File: config.mk
export PLATFORM = sky130hd
export DESIGN_NAME = core_mac_acc
export DESIGN_NICKNAME = d
export VERILOG_FILES = /design/src/rtl/core_mac_pkg.sv /design/src/rtl/adder_tree_pipe.sv /design/src/rtl/core_mac_acc.sv
export SDC_FILE = /design/constraint.sdc
export NUM_CORES = 2
export LEC_CHECK = 0
export ABC_AREA = 0
export BUFFER_PORTS_ARGS = -buffer_cell sky130_fd_sc_hd__buf_2
export CAP_MARGIN = 20
export CORE_AREA = 2 2 448 361
export DETAILED_ROUTE_END_ITERATION = 7
export DIE_AREA = 0 0 450 363
export PLACE_DENSITY = 0.68
export SETUP_SLACK_MARGIN = 0.3
export SLEW_MARGIN = 20
export SYNTH_ARGS = -nofsm -noshare
export SYNTH_HDL_FRONTEND = slang
export SYNTH_SLANG_ARGS = --single-unit
File: constraint.sdc
create_clock -name clk -period 7.5 [get_ports clk]
set_input_delay 0.375 -clock clk [delete_from_list [all_inputs] [get_ports clk]]
set_output_delay 0.375 -clock clk [all_outputs]
set_load 0.02 [all_outputs]
File: src/rtl/core_mac_pkg.sv
// Shared constants and helpers for the MAC core.
// - sum_w:    width of one beat's exact dot-product sum
// - tree_lat: register stages inside the pipelined adder tree
// - mac_lat:  total input-to-result latency in clock edges
// - sat_hi / sat_lo: clamp limits for a given width and signedness
package core_mac_pkg;

    typedef enum logic {
        ACC_IDLE,
        ACC_OPEN
    } acc_state_e;

    function automatic int unsigned sum_w(input int unsigned iw, input int unsigned lanes);
        return 2 * iw + $clog2(lanes);
    endfunction

    function automatic int unsigned tree_lat(input int unsigned lanes, input int unsigned pipe_every);
        return ($clog2(lanes) + pipe_every - 1) / pipe_every;
    endfunction

    // Operand register + product register + tree registers + accumulate/output register.
    function automatic int unsigned mac_lat(input int unsigned lanes, input int unsigned pipe_every);
        return 2 + tree_lat(lanes, pipe_every) + 1;
    endfunction

    // Largest representable value; callers truncate to their width (w <= 64).
    function automatic logic [63:0] sat_hi(input int unsigned w, input logic is_signed);
        return is_signed ? ((64'd1 << (w - 1)) - 64'd1) : ((64'd1 << w) - 64'd1);
    endfunction

    // Smallest representable value; callers truncate to their width (w <= 64).
    function automatic logic [63:0] sat_lo(input int unsigned w, input logic is_signed);
        return is_signed ? ~((64'd1 << (w - 1)) - 64'd1) : 64'd0;
    endfunction

endpackage

File: src/rtl/adder_tree_pipe.sv
// Pipelined binary adder tree with sideband carry.
// Ports:
//   clk, rst              clock, synchronous active-high reset (clears valid bits only)
//   in_data               N lanes of IN_W bits, lane i at [i*IN_W +: IN_W]
//   in_valid/first/last   beat sidebands, delayed alongside the data
//   in_signed             sign-extends lanes when set, zero-extends otherwise
//   out_data              OUT_W-bit sum (OUT_W = IN_W + clog2(N))
//   out_valid/first/last/signed  delayed sidebands
// A register follows every PIPE_EVERY-th level and always the final level.
module adder_tree_pipe
    import core_mac_pkg::*;
#(
    parameter int unsigned N          = 16,
    parameter int unsigned IN_W       = 16,
    parameter int unsigned OUT_W      = 20,
    parameter int unsigned PIPE_EVERY = 2
) (
    input  logic                clk,
    input  logic                rst,
    input  logic [N*IN_W-1:0]   in_data,
    input  logic                in_valid,
    input  logic                in_first,
    input  logic                in_last,
    input  logic                in_signed,
    output logic [OUT_W-1:0]    out_data,
    output logic                out_valid,
    output logic                out_first,
    output logic                out_last,
    output logic                out_signed
);

    localparam int unsigned LEVELS = $clog2(N);

    // Extend every lane once to the full output width so all additions are exact.
    logic [N*OUT_W-1:0] ext_bus;

    always_comb begin
        ext_bus = '0;
        for (int unsigned i = 0; i < N; i++) begin
            ext_bus[i*OUT_W +: OUT_W] = {{(OUT_W - IN_W){in_signed & in_data[i*IN_W + IN_W - 1]}},
                                         in_data[i*IN_W +: IN_W]};
        end
    end

    for (genvar l = 0; l < LEVELS; l++) begin : g_lvl
        localparam int unsigned CNT    = N >> (l + 1);
        localparam bit          IS_REG = (((l + 1) % PIPE_EVERY) == 0) || ((l + 1) == LEVELS);

        logic [2*CNT*OUT_W-1:0] din;
        logic                   vin, fin, lin, sin;
        logic [CNT*OUT_W-1:0]   sum_d;
        logic [CNT*OUT_W-1:0]   dout;
        logic                   vout, fout, lout, sout;

        if (l == 0) begin : g_src
            assign din = ext_bus;
            assign vin = in_valid;
            assign fin = in_first;
            assign lin = in_last;
            assign sin = in_signed;
        end else begin : g_src
            assign din = g_lvl[l-1].dout;
            assign vin = g_lvl[l-1].vout;
            assign fin = g_lvl[l-1].fout;
            assign lin = g_lvl[l-1].lout;
            assign sin = g_lvl[l-1].sout;
        end

        always_comb begin
            sum_d = '0;
            for (int unsigned j = 0; j < CNT; j++) begin
                sum_d[j*OUT_W +: OUT_W] = din[(2*j)*OUT_W +: OUT_W] + din[(2*j+1)*OUT_W +: OUT_W];
            end
        end

        if (IS_REG) begin : g_reg
            logic [CNT*OUT_W-1:0] data_q;
            logic                 valid_q, first_q, last_q, signed_q;

            always_ff @(posedge clk) begin
                if (rst) begin
                    valid_q <= 1'b0;
                end else begin
                    valid_q <= vin;
                end
                data_q   <= sum_d;
                first_q  <= fin;
                last_q   <= lin;
                signed_q <= sin;
            end

            assign dout = data_q;
            assign vout = valid_q;
            assign fout = first_q;
            assign lout = last_q;
            assign sout = signed_q;
        end else begin : g_comb
            assign dout = sum_d;
            assign vout = vin;
            assign fout = fin;
            assign lout = lin;
            assign sout = sin;
        end
    end

    assign out_data   = g_lvl[LEVELS-1].dout;
    assign out_valid  = g_lvl[LEVELS-1].vout;
    assign out_first  = g_lvl[LEVELS-1].fout;
    assign out_last   = g_lvl[LEVELS-1].lout;
    assign out_signed = g_lvl[LEVELS-1].sout;

endmodule

File: src/rtl/core_mac_acc.sv
// Multi-lane MAC with pipelined adder tree and multi-beat group accumulator.
// Ports:
//   clk, rst          clock, synchronous active-high reset
//   idataA, idataB    lane operands, lane i at [i*IDATA_WIDTH +: IDATA_WIDTH]
//   idata_valid       beat valid (no backpressure)
//   idata_first/last  group framing, qualified by idata_valid
//   idata_signed      operand signedness, taken from the group's first beat
//   odata             group result, held between pulses
//   odata_valid       one-cycle pulse per closed group
//   odata_sat         group saturated at least once
//   odata_beats       beats in the group, saturating at all-ones
module core_mac_acc
    import core_mac_pkg::*;
#(
    parameter int unsigned MAC_MULT_NUM = 16,
    parameter int unsigned IDATA_WIDTH  = 8,
    parameter int unsigned ACC_WIDTH    = 32,
    parameter int unsigned PIPE_EVERY   = 2,
    parameter bit          SAT_EN       = 1'b1,
    parameter int unsigned CNT_WIDTH    = 8
) (
    input  logic                                clk,
    input  logic                                rst,
    input  logic [IDATA_WIDTH*MAC_MULT_NUM-1:0] idataA,
    input  logic [IDATA_WIDTH*MAC_MULT_NUM-1:0] idataB,
    input  logic                                idata_valid,
    input  logic                                idata_first,
    input  logic                                idata_last,
    input  logic                                idata_signed,
    output logic [ACC_WIDTH-1:0]                odata,
    output logic                                odata_valid,
    output logic                                odata_sat,
    output logic [CNT_WIDTH-1:0]                odata_beats
);

    localparam int unsigned IW     = IDATA_WIDTH;
    localparam int unsigned NL     = MAC_MULT_NUM;
    localparam int unsigned PROD_W = 2 * IW;
    localparam int unsigned SUM_W  = sum_w(IW, NL);

    localparam logic [ACC_WIDTH-1:0] S_MAX = ACC_WIDTH'(sat_hi(ACC_WIDTH, 1'b1));
    localparam logic [ACC_WIDTH-1:0] S_MIN = ACC_WIDTH'(sat_lo(ACC_WIDTH, 1'b1));
    localparam logic [ACC_WIDTH-1:0] U_MAX = ACC_WIDTH'(sat_hi(ACC_WIDTH, 1'b0));

    // ---------------- input mode tracking + operand register ----------------
    // Mode is resolved at the input so each beat carries its group's mode
    // down the pipe; an orphan beat (no group open) opens an implicit group.
    logic in_open_q, in_open_d;
    logic mode_q, mode_d;
    logic start_in, beat_signed;

    always_comb begin
        start_in    = idata_valid & (idata_first | ~in_open_q);
        beat_signed = start_in ? idata_signed : mode_q;
        in_open_d   = in_open_q;
        mode_d      = mode_q;
        if (idata_valid) begin
            in_open_d = ~idata_last;
            if (start_in) begin
                mode_d = idata_signed;
            end
        end
    end

    logic [NL*IW-1:0] a_q, b_q;
    logic             op_valid_q, op_first_q, op_last_q, op_signed_q;

    always_ff @(posedge clk) begin
        if (rst) begin
            in_open_q  <= 1'b0;
            mode_q     <= 1'b0;
            op_valid_q <= 1'b0;
        end else begin
            in_open_q  <= in_open_d;
            mode_q     <= mode_d;
            op_valid_q <= idata_valid;
        end
        a_q         <= idataA;
        b_q         <= idataB;
        op_first_q  <= idata_first;
        op_last_q   <= idata_last;
        op_signed_q <= beat_signed;
    end

    // ---------------- lane multiply + product register ----------------
    // Operands are extended to 2*IW per mode; the low 2*IW bits of the
    // product are then correct for both signed and unsigned interpretation.
    logic [NL*PROD_W-1:0] prod_d, prod_q;
    logic                 prod_valid_q, prod_first_q, prod_last_q, prod_signed_q;

    always_comb begin
        prod_d = '0;
        for (int unsigned i = 0; i < NL; i++) begin
            prod_d[i*PROD_W +: PROD_W] =
                {{IW{op_signed_q & a_q[i*IW + IW - 1]}}, a_q[i*IW +: IW]} *
                {{IW{op_signed_q & b_q[i*IW + IW - 1]}}, b_q[i*IW +: IW]};
        end
    end

    always_ff @(posedge clk) begin
        if (rst) begin
            prod_valid_q <= 1'b0;
        end else begin
            prod_valid_q <= op_valid_q;
        end
        prod_q        <= prod_d;
        prod_first_q  <= op_first_q;
        prod_last_q   <= op_last_q;
        prod_signed_q <= op_signed_q;
    end

    // ---------------- adder tree ----------------
    logic [SUM_W-1:0] t_sum;
    logic             t_valid, t_first, t_last, t_signed;

    adder_tree_pipe #(
        .N          (NL),
        .IN_W       (PROD_W),
        .OUT_W      (SUM_W),
        .PIPE_EVERY (PIPE_EVERY)
    ) u_tree (
        .clk        (clk),
        .rst        (rst),
        .in_data    (prod_q),
        .in_valid   (prod_valid_q),
        .in_first   (prod_first_q),
        .in_last    (prod_last_q),
        .in_signed  (prod_signed_q),
        .out_data   (t_sum),
        .out_valid  (t_valid),
        .out_first  (t_first),
        .out_last   (t_last),
        .out_signed (t_signed)
    );

    // ---------------- accumulator FSM + output register ----------------
    acc_state_e           state_q, state_d;
    logic [ACC_WIDTH-1:0] acc_q, acc_d;
    logic                 sat_q, sat_d;
    logic [CNT_WIDTH-1:0] beats_q, beats_d;
    logic [ACC_WIDTH-1:0] odata_q, odata_d;
    logic                 ovalid_q, ovalid_d;
    logic                 osat_q, osat_d;
    logic [CNT_WIDTH-1:0] obeats_q, obeats_d;

    logic [ACC_WIDTH:0]   sum_ext, acc_ext, add;
    logic                 ovf;

    always_comb begin
        state_d  = state_q;
        acc_d    = acc_q;
        sat_d    = sat_q;
        beats_d  = beats_q;
        odata_d  = odata_q;
        ovalid_d = 1'b0;
        osat_d   = osat_q;
        obeats_d = obeats_q;

        sum_ext = {{(ACC_WIDTH + 1 - SUM_W){t_signed & t_sum[SUM_W-1]}}, t_sum};
        acc_ext = {t_signed & acc_q[ACC_WIDTH-1], acc_q};
        add     = acc_ext + sum_ext;
        // Signed: the two top bits disagree. Unsigned: carry out.
        ovf     = t_signed ? (add[ACC_WIDTH] ^ add[ACC_WIDTH-1]) : add[ACC_WIDTH];

        if (t_valid) begin
            if (t_first || (state_q == ACC_IDLE)) begin
                acc_d   = sum_ext[ACC_WIDTH-1:0];
                sat_d   = 1'b0;
                beats_d = CNT_WIDTH'(1);
            end else begin
                beats_d = (&beats_q) ? beats_q : beats_q + CNT_WIDTH'(1);
                if (ovf && SAT_EN) begin
                    sat_d = 1'b1;
                    if (!t_signed) begin
                        acc_d = U_MAX;
                    end else if (add[ACC_WIDTH]) begin
                        acc_d = S_MIN;
                    end else begin
                        acc_d = S_MAX;
                    end
                end else begin
                    acc_d = add[ACC_WIDTH-1:0];
                end
            end

            if (t_last) begin
                state_d  = ACC_IDLE;
                ovalid_d = 1'b1;
                odata_d  = acc_d;
                osat_d   = sat_d;
                obeats_d = beats_d;
            end else begin
                state_d = ACC_OPEN;
            end
        end
    end

    always_ff @(posedge clk) begin
        if (rst) begin
            state_q  <= ACC_IDLE;
            acc_q    <= '0;
            sat_q    <= 1'b0;
            beats_q  <= '0;
            odata_q  <= '0;
            ovalid_q <= 1'b0;
            osat_q   <= 1'b0;
            obeats_q <= '0;
        end else begin
            state_q  <= state_d;
            acc_q    <= acc_d;
            sat_q    <= sat_d;
            beats_q  <= beats_d;
            odata_q  <= odata_d;
            ovalid_q <= ovalid_d;
            osat_q   <= osat_d;
            obeats_q <= obeats_d;
        end
    end

    assign odata       = odata_q;
    assign odata_valid = ovalid_q;
    assign odata_sat   = osat_q;
    assign odata_beats = obeats_q;

endmodule

Word-level counts from Yosys, hierarchy flattened
Cells that the tools add are included.

cells by class
  $add $sub $neg = 17
  reductions and logical operators = 4
  bitwise gates (word level) = 57
  multiply operators = 16
  muxes and demuxes = 12

operator list
  operator                                     count
  multiplier 9 x 9 -> 16 bit                   16
  adder 17 x 17 -> 18 bit                      8
  adder 20 bit                                 7
  2-to-1 mux 32 bit                            4
  AND 1 bit                                    51
  adder 33 bit                                 1
  2-to-1 mux 8 bit                             2
  adder 8 x 1 -> 8 bit, second input constant  1
  AND reduction 8 bit                          1
  2-to-1 mux 1 bit                             6
  inverter 1 bit                               4
  AND reduction 2 bit                          1
  OR reduction 2 bit                           1
  logical OR 1 bit                             1
  bitwise OR 1 bit                             1
  XOR 1 bit                                    1

word-level totals
  output and inout bits = 42
  register bits after elaboration = 714

Depth between registers and ports, before layout
  depth after elaboration = 6
  gate-level depth with buffers = 24
  mapped depth without buffers = 23

Hierarchy
A second synthesis with hierarchy kept.

unflattened totals
  cell total of the unflattened synthesis = 7421
  area total of the unflattened synthesis = 70762.9 sq um

by module, submodules not included
  module           cells an instance  instances  area each (sq um)  sequential area each (sq um)
  core_mac_acc     6048               1          58935.3            12131.6
  adder_tree_pipe  1373               1          11827.6            2082.0

Least setup slack after synthesis
Ideal clock, no wire load.

  kind = flip-flop to flip-flop
  from = register op_signed_q
  to = register prod_q[63]
  path buffers = 4
  period minus slack after synthesis = 5710 ps
  library setup time = 122 ps
  required time = 7378 ps
  cell stages (with the launch flop) = 23
  arrival = 5588 ps
  slack = 1790 ps
  path through = dfxtp_1 > clkbuf_1 > clkbuf_1 > clkbuf_1 > clkbuf_1 > nand3_1 > fa_1 > inv_1 > fa_1 > fa_1 > inv_1 > fa_1 > fa_1 > inv_1 > ha_1 > inv_1 > o21bai_1 > a21o_1 > a21o_1 > a21o_1 > a21oi_1 > o21ai_0 > xnor2_1

between the ends
  cells in the longest elaborated chain, start to end = 2
  elaborated cells on any way between the ends = 3

RTL lines
  item                            line                                    source
  start, declared                 core_mac_acc.sv:66                      logic op_valid_q, op_first_q, op_last_q, op_signed_q;
  start signal, assigned          core_mac_acc.sv:82                      op_signed_q <= beat_signed;
  AND 1 bit (on tied branches)    core_mac_acc.sv:95, core_mac_acc.sv:96
  multiplier 9 x 9 -> 16 bit (*)  core_mac_acc.sv:95                      {{IW{op_signed_q & a_q[i*IW + IW - 1]}}, a_q[i*IW +: IW]} *
  net prod_d[63]                  core_mac_acc.sv:88                      logic [NL*PROD_W-1:0] prod_d, prod_q;
  end signal, assigned            core_mac_acc.sv:106                     prod_q <= prod_d;
  end, declared                   core_mac_acc.sv:88

Mark *: on every way through the listed nets, which the timed path passes. The rest lies on a longest branch.
A chain may end at the register's enable or synchronous reset.

Final worst setup path
  from = register op_signed_q
  to = register prod_q[111]

Same word-level chain as after synthesis.

==> impl_metrics.env <==
export IMPL_dr_total_vias=50486
export IMPL_cts_resized=0
export IMPL_switching_share=0.467
export IMPL_synth_distinct_cells=74
export IMPL_post_cts_setup_buffers=0
export IMPL_drc=0
export IMPL_endpoint_kind="flop"
export IMPL_grt_antenna_before_repair=8
export IMPL_drv_cap=0
export IMPL_fin_tns_setup_ns=0
export IMPL_worstSetupPathType="flop to flop"
export IMPL_cts_tree="done"
export IMPL_drt_total_wl_mm=168
export IMPL_postCtsHoldBufs=262
export IMPL_wire_per_inst_um=16.5
export IMPL_cp_start_kind="flop"
export IMPL_gp_congestion=0.896
export IMPL_ctsLongestPathBuffers=3
export IMPL_drtAntennaViolNets=0
export IMPL_p_leak_nw=39.9
export IMPL_clk_transition_reported_paths_ns=0.07
export IMPL_first_iter_violations=2749
export IMPL_insertion_delay_ns=0.73
export IMPL_portBuffers=303
export IMPL_htree_levels=3
export IMPL_ir_worst_vdd_v=0.000571
export IMPL_syn_to_final_growth_pct=13.0
export IMPL_fin_crit_sh=0.808
export IMPL_async_reset_ff_frac=0
export IMPL_synth_edff_count=0
export IMPL_cts_buffers=85
export IMPL_final_util=0.507
export IMPL_ys_ff_latch=714
export IMPL_multi_input_area_sq_um=51100
export IMPL_status="complete, no violations"
export IMPL_fillers=14426
export IMPL_core_sq_um=159000
export IMPL_grt_util_all_layers=0.212
export IMPL_viasPerCell=4.97
export IMPL_finalInstanceArea_sq_um=80400
export IMPL_layout_drive_gt1_share=0.0678
export IMPL_pwr_share_seq=0.163
export IMPL_cts_root_buf="clkbuf_16"
export IMPL_regArea_sq_um=14300
export IMPL_combPwrFrac=0.720
export IMPL_skew_ns=0.0565
export IMPL_rsz0062_at_grt="false"
export IMPL_fin_nets=10067
export IMPL_start_util=0.449
export IMPL_layout_min_cycle_time_ns=6.06
export IMPL_grt_pass1_wl_mm=278
export IMPL_synthFlopType="dfxtp_1"
export IMPL_place_area_sq_um=74700
export IMPL_crit_required_ns=8.10
export IMPL_switchingPower_mw=17.9
export IMPL_synth_area_sq_um=71200
export IMPL_slew_viol_final=0
export IMPL_clock_sinks=714
export IMPL_yosysWarningCount=0
export IMPL_dieWidth_um=450
export IMPL_dieArea_sq_um=163000
export IMPL_setup_viol=0
export IMPL_die_height_um=363
export IMPL_yosysSeqAreaShare=0.201
export IMPL_grt_start_max_net_pins=44
export IMPL_powerDensity_nw_per_um2=475
export IMPL_max_freq_mhz=165
export IMPL_syn_nets=9593
export IMPL_internal_power_mw=20.4
export IMPL_final_hold_viol_count=0
export IMPL_slew_headroom=0.291
export IMPL_std_cell_rows=131
export IMPL_postSynthCellCount=7484
export IMPL_path_max_fanout=41
export IMPL_dp_hpwl_mm=135
export IMPL_first_global_vias=53555
export IMPL_arrival_ns=6.65
export IMPL_syn_area_per_cell_sq_um=9.51
export IMPL_hold_path_class="primary input to flop"
export IMPL_dr_pass1_iters=8
export IMPL_worst_pin_slew_ns=1.06
export IMPL_boundaryPins=304
export IMPL_grt_overflow_total=0
export IMPL_pwr_share_clk=0.117
path summary, 6_finish.rpt:
check / cells after the start / to / start / slack, ns
worst max-delay path: 21 / prod_q[111]$_DFF_P_ / op_signed_q$_DFF_P_ / 1.44
worst min-delay path: 2 / a_q[58]$_DFF_P_ / idataA[58] / 0.27
worst max register to register: 21 / prod_q[111]$_DFF_P_ / op_signed_q$_DFF_P_ / 1.44
worst min register to register: 0 / u_tree.out_last$_DFF_P_ / u_tree.g_lvl[1].g_reg.last_q$_DFF_P_ / 0.33
stage by stage:
stage | instances | power (mW) | hold WS, ns | setup slack (ns)
after floorplan | 7484 | 27.2 | 0.310 | 1.79
after global placement | 9737 | 32.7 | 0.313 | 1.54
after detailed placement | 9737 | 33.5 | 0.312 | 1.45
after CTS | 10154 | 38.4 | 0.203 | 1.41
after global routing | 10159 | 42.2 | 0.221 | 1.08
final | 10160 | 38.2 | 0.267 | 1.44
power groups by stage:
stage               clock, mW  combinational [mW]  sequential (mW)
CTS                      4.60                27.6             6.23
floorplan                   0                21.5             5.70
global placement            0                26.4             6.31
detailed placement          0                27.2             6.30
global route             4.77                31.1             6.32
finish                   4.48                27.5             6.23
layer usage:
| metal | wire length, um | share of wire | GRT usage |
|---|---|---|---|
| met1 | 75800 | 0.45 | 0.288 |
| met5 | 7 | 0.000042 | 0 |
| met2 | 76300 | 0.46 | 0.339 |
| met3 | 9230 | 0.055 | 0.0362 |
| met4 | 6420 | 0.038 | 0.0785 |
sequential cells by signal, indices dropped and copies added, names as in the netlist, 20 cells and up:
register,count
a_q,128
u_tree.g_lvl.dout,80
b_q,128
acc_q,32
prod_q,256
u_tree.out_data,20
odata,32
cell usage after synthesis, drive strengths merged (12+ instances only):
master / n / share of area
o21a: 46 / 0.0050
nand3: 73 / 0.0051
ha: 788 / 0.14
xor2: 86 / 0.011
mux2i: 13 / 0.0018
or2: 50 / 0.0044
a211oi: 29 / 0.0031
inv: 1336 / 0.070
a32o: 13 / 0.0018
nand4: 12 / 0.0011
o21bai: 31 / 0.0033
clkbuf: 181 / 0.0095
nand2b: 52 / 0.0046
a31oi: 23 / 0.0022
fa: 1059 / 0.30
xnor2: 419 / 0.052
o211ai: 25 / 0.0026
and3: 46 / 0.0040
o21ai: 168 / 0.012
o31ai: 12 / 0.0013
or3: 32 / 0.0028
a21boi: 13 / 0.0014
nor3: 50 / 0.0035
nand2: 756 / 0.040
a21o: 117 / 0.012
a21oi: 286 / 0.020
and2: 593 / 0.052
nor2b: 82 / 0.0072
dfxtp: 714 / 0.20
nor2: 249 / 0.013
logic make-up (layout without fill, tap and decap cells):
group	count (synthesis)	count (layout)	share of synthesized area
compound gates	859	859	0.0775
fa+ha+maj	1847	1847	0.436
buf+inv	1529	2071	0.0810
other cells	0	6	0
mux	14	14	0.00199
xor+xnor	505	505	0.0621
simple gates	2016	2016	0.140
flops	714	714	0.201
placed cells by master (no fill, tap or decap), types with 32 or more instances in the layout:
cell type / count
inv_1: 1336
fa_1: 1059
ha_1: 788
nand2_1: 756
dfxtp_1: 713
and2_1: 593
xnor2_1: 419
buf_2: 303
a21oi_1: 286
dlygate4sd3_1: 262
nor2_1: 248
o21ai_0: 161
a21o_1: 116
xor2_1: 86
clkbuf_16: 85
nor2b_1: 81
nand3_1: 73
nand2b_1: 52
or2_2: 50
nor3_1: 50
and3_1: 46
o21a_1: 45
or3_1: 32
layout make-up:
| cell class | instances | share of cell area |
|---|---|---|
| inverter | 1337 | 0.0624 |
| antenna | 6 | 0.000187 |
| timing repair buffer | 579 | 0.0529 |
| multi-input combinational | 5241 | 0.636 |
| tap | 2128 | 0.0331 |
| clock buffer | 104 | 0.0285 |
| clock inverter | 51 | 0.00944 |
| sequential | 714 | 0.178 |
worst max-delay path: stages, from the launching register on:
cell and delay [ns]:
dfxtp_4 0.72, buf_12 0.36, buf_4 0.24, and2_1 0.22, nand2_1 0.15, fa_1 0.52, inv_1 0.05, fa_1 0.48
fa_1 0.50, fa_1 0.49, inv_1 0.05, fa_1 0.50, inv_1 0.04, ha_1 0.29, inv_1 0.08, o21ai_0 0.13
a21o_1 0.20, a21o_1 0.19, a21o_1 0.18, a21oi_1 0.20, o21ai_0 0.14, xnor2_1 0.14
(Power assumes the default switching activity.)
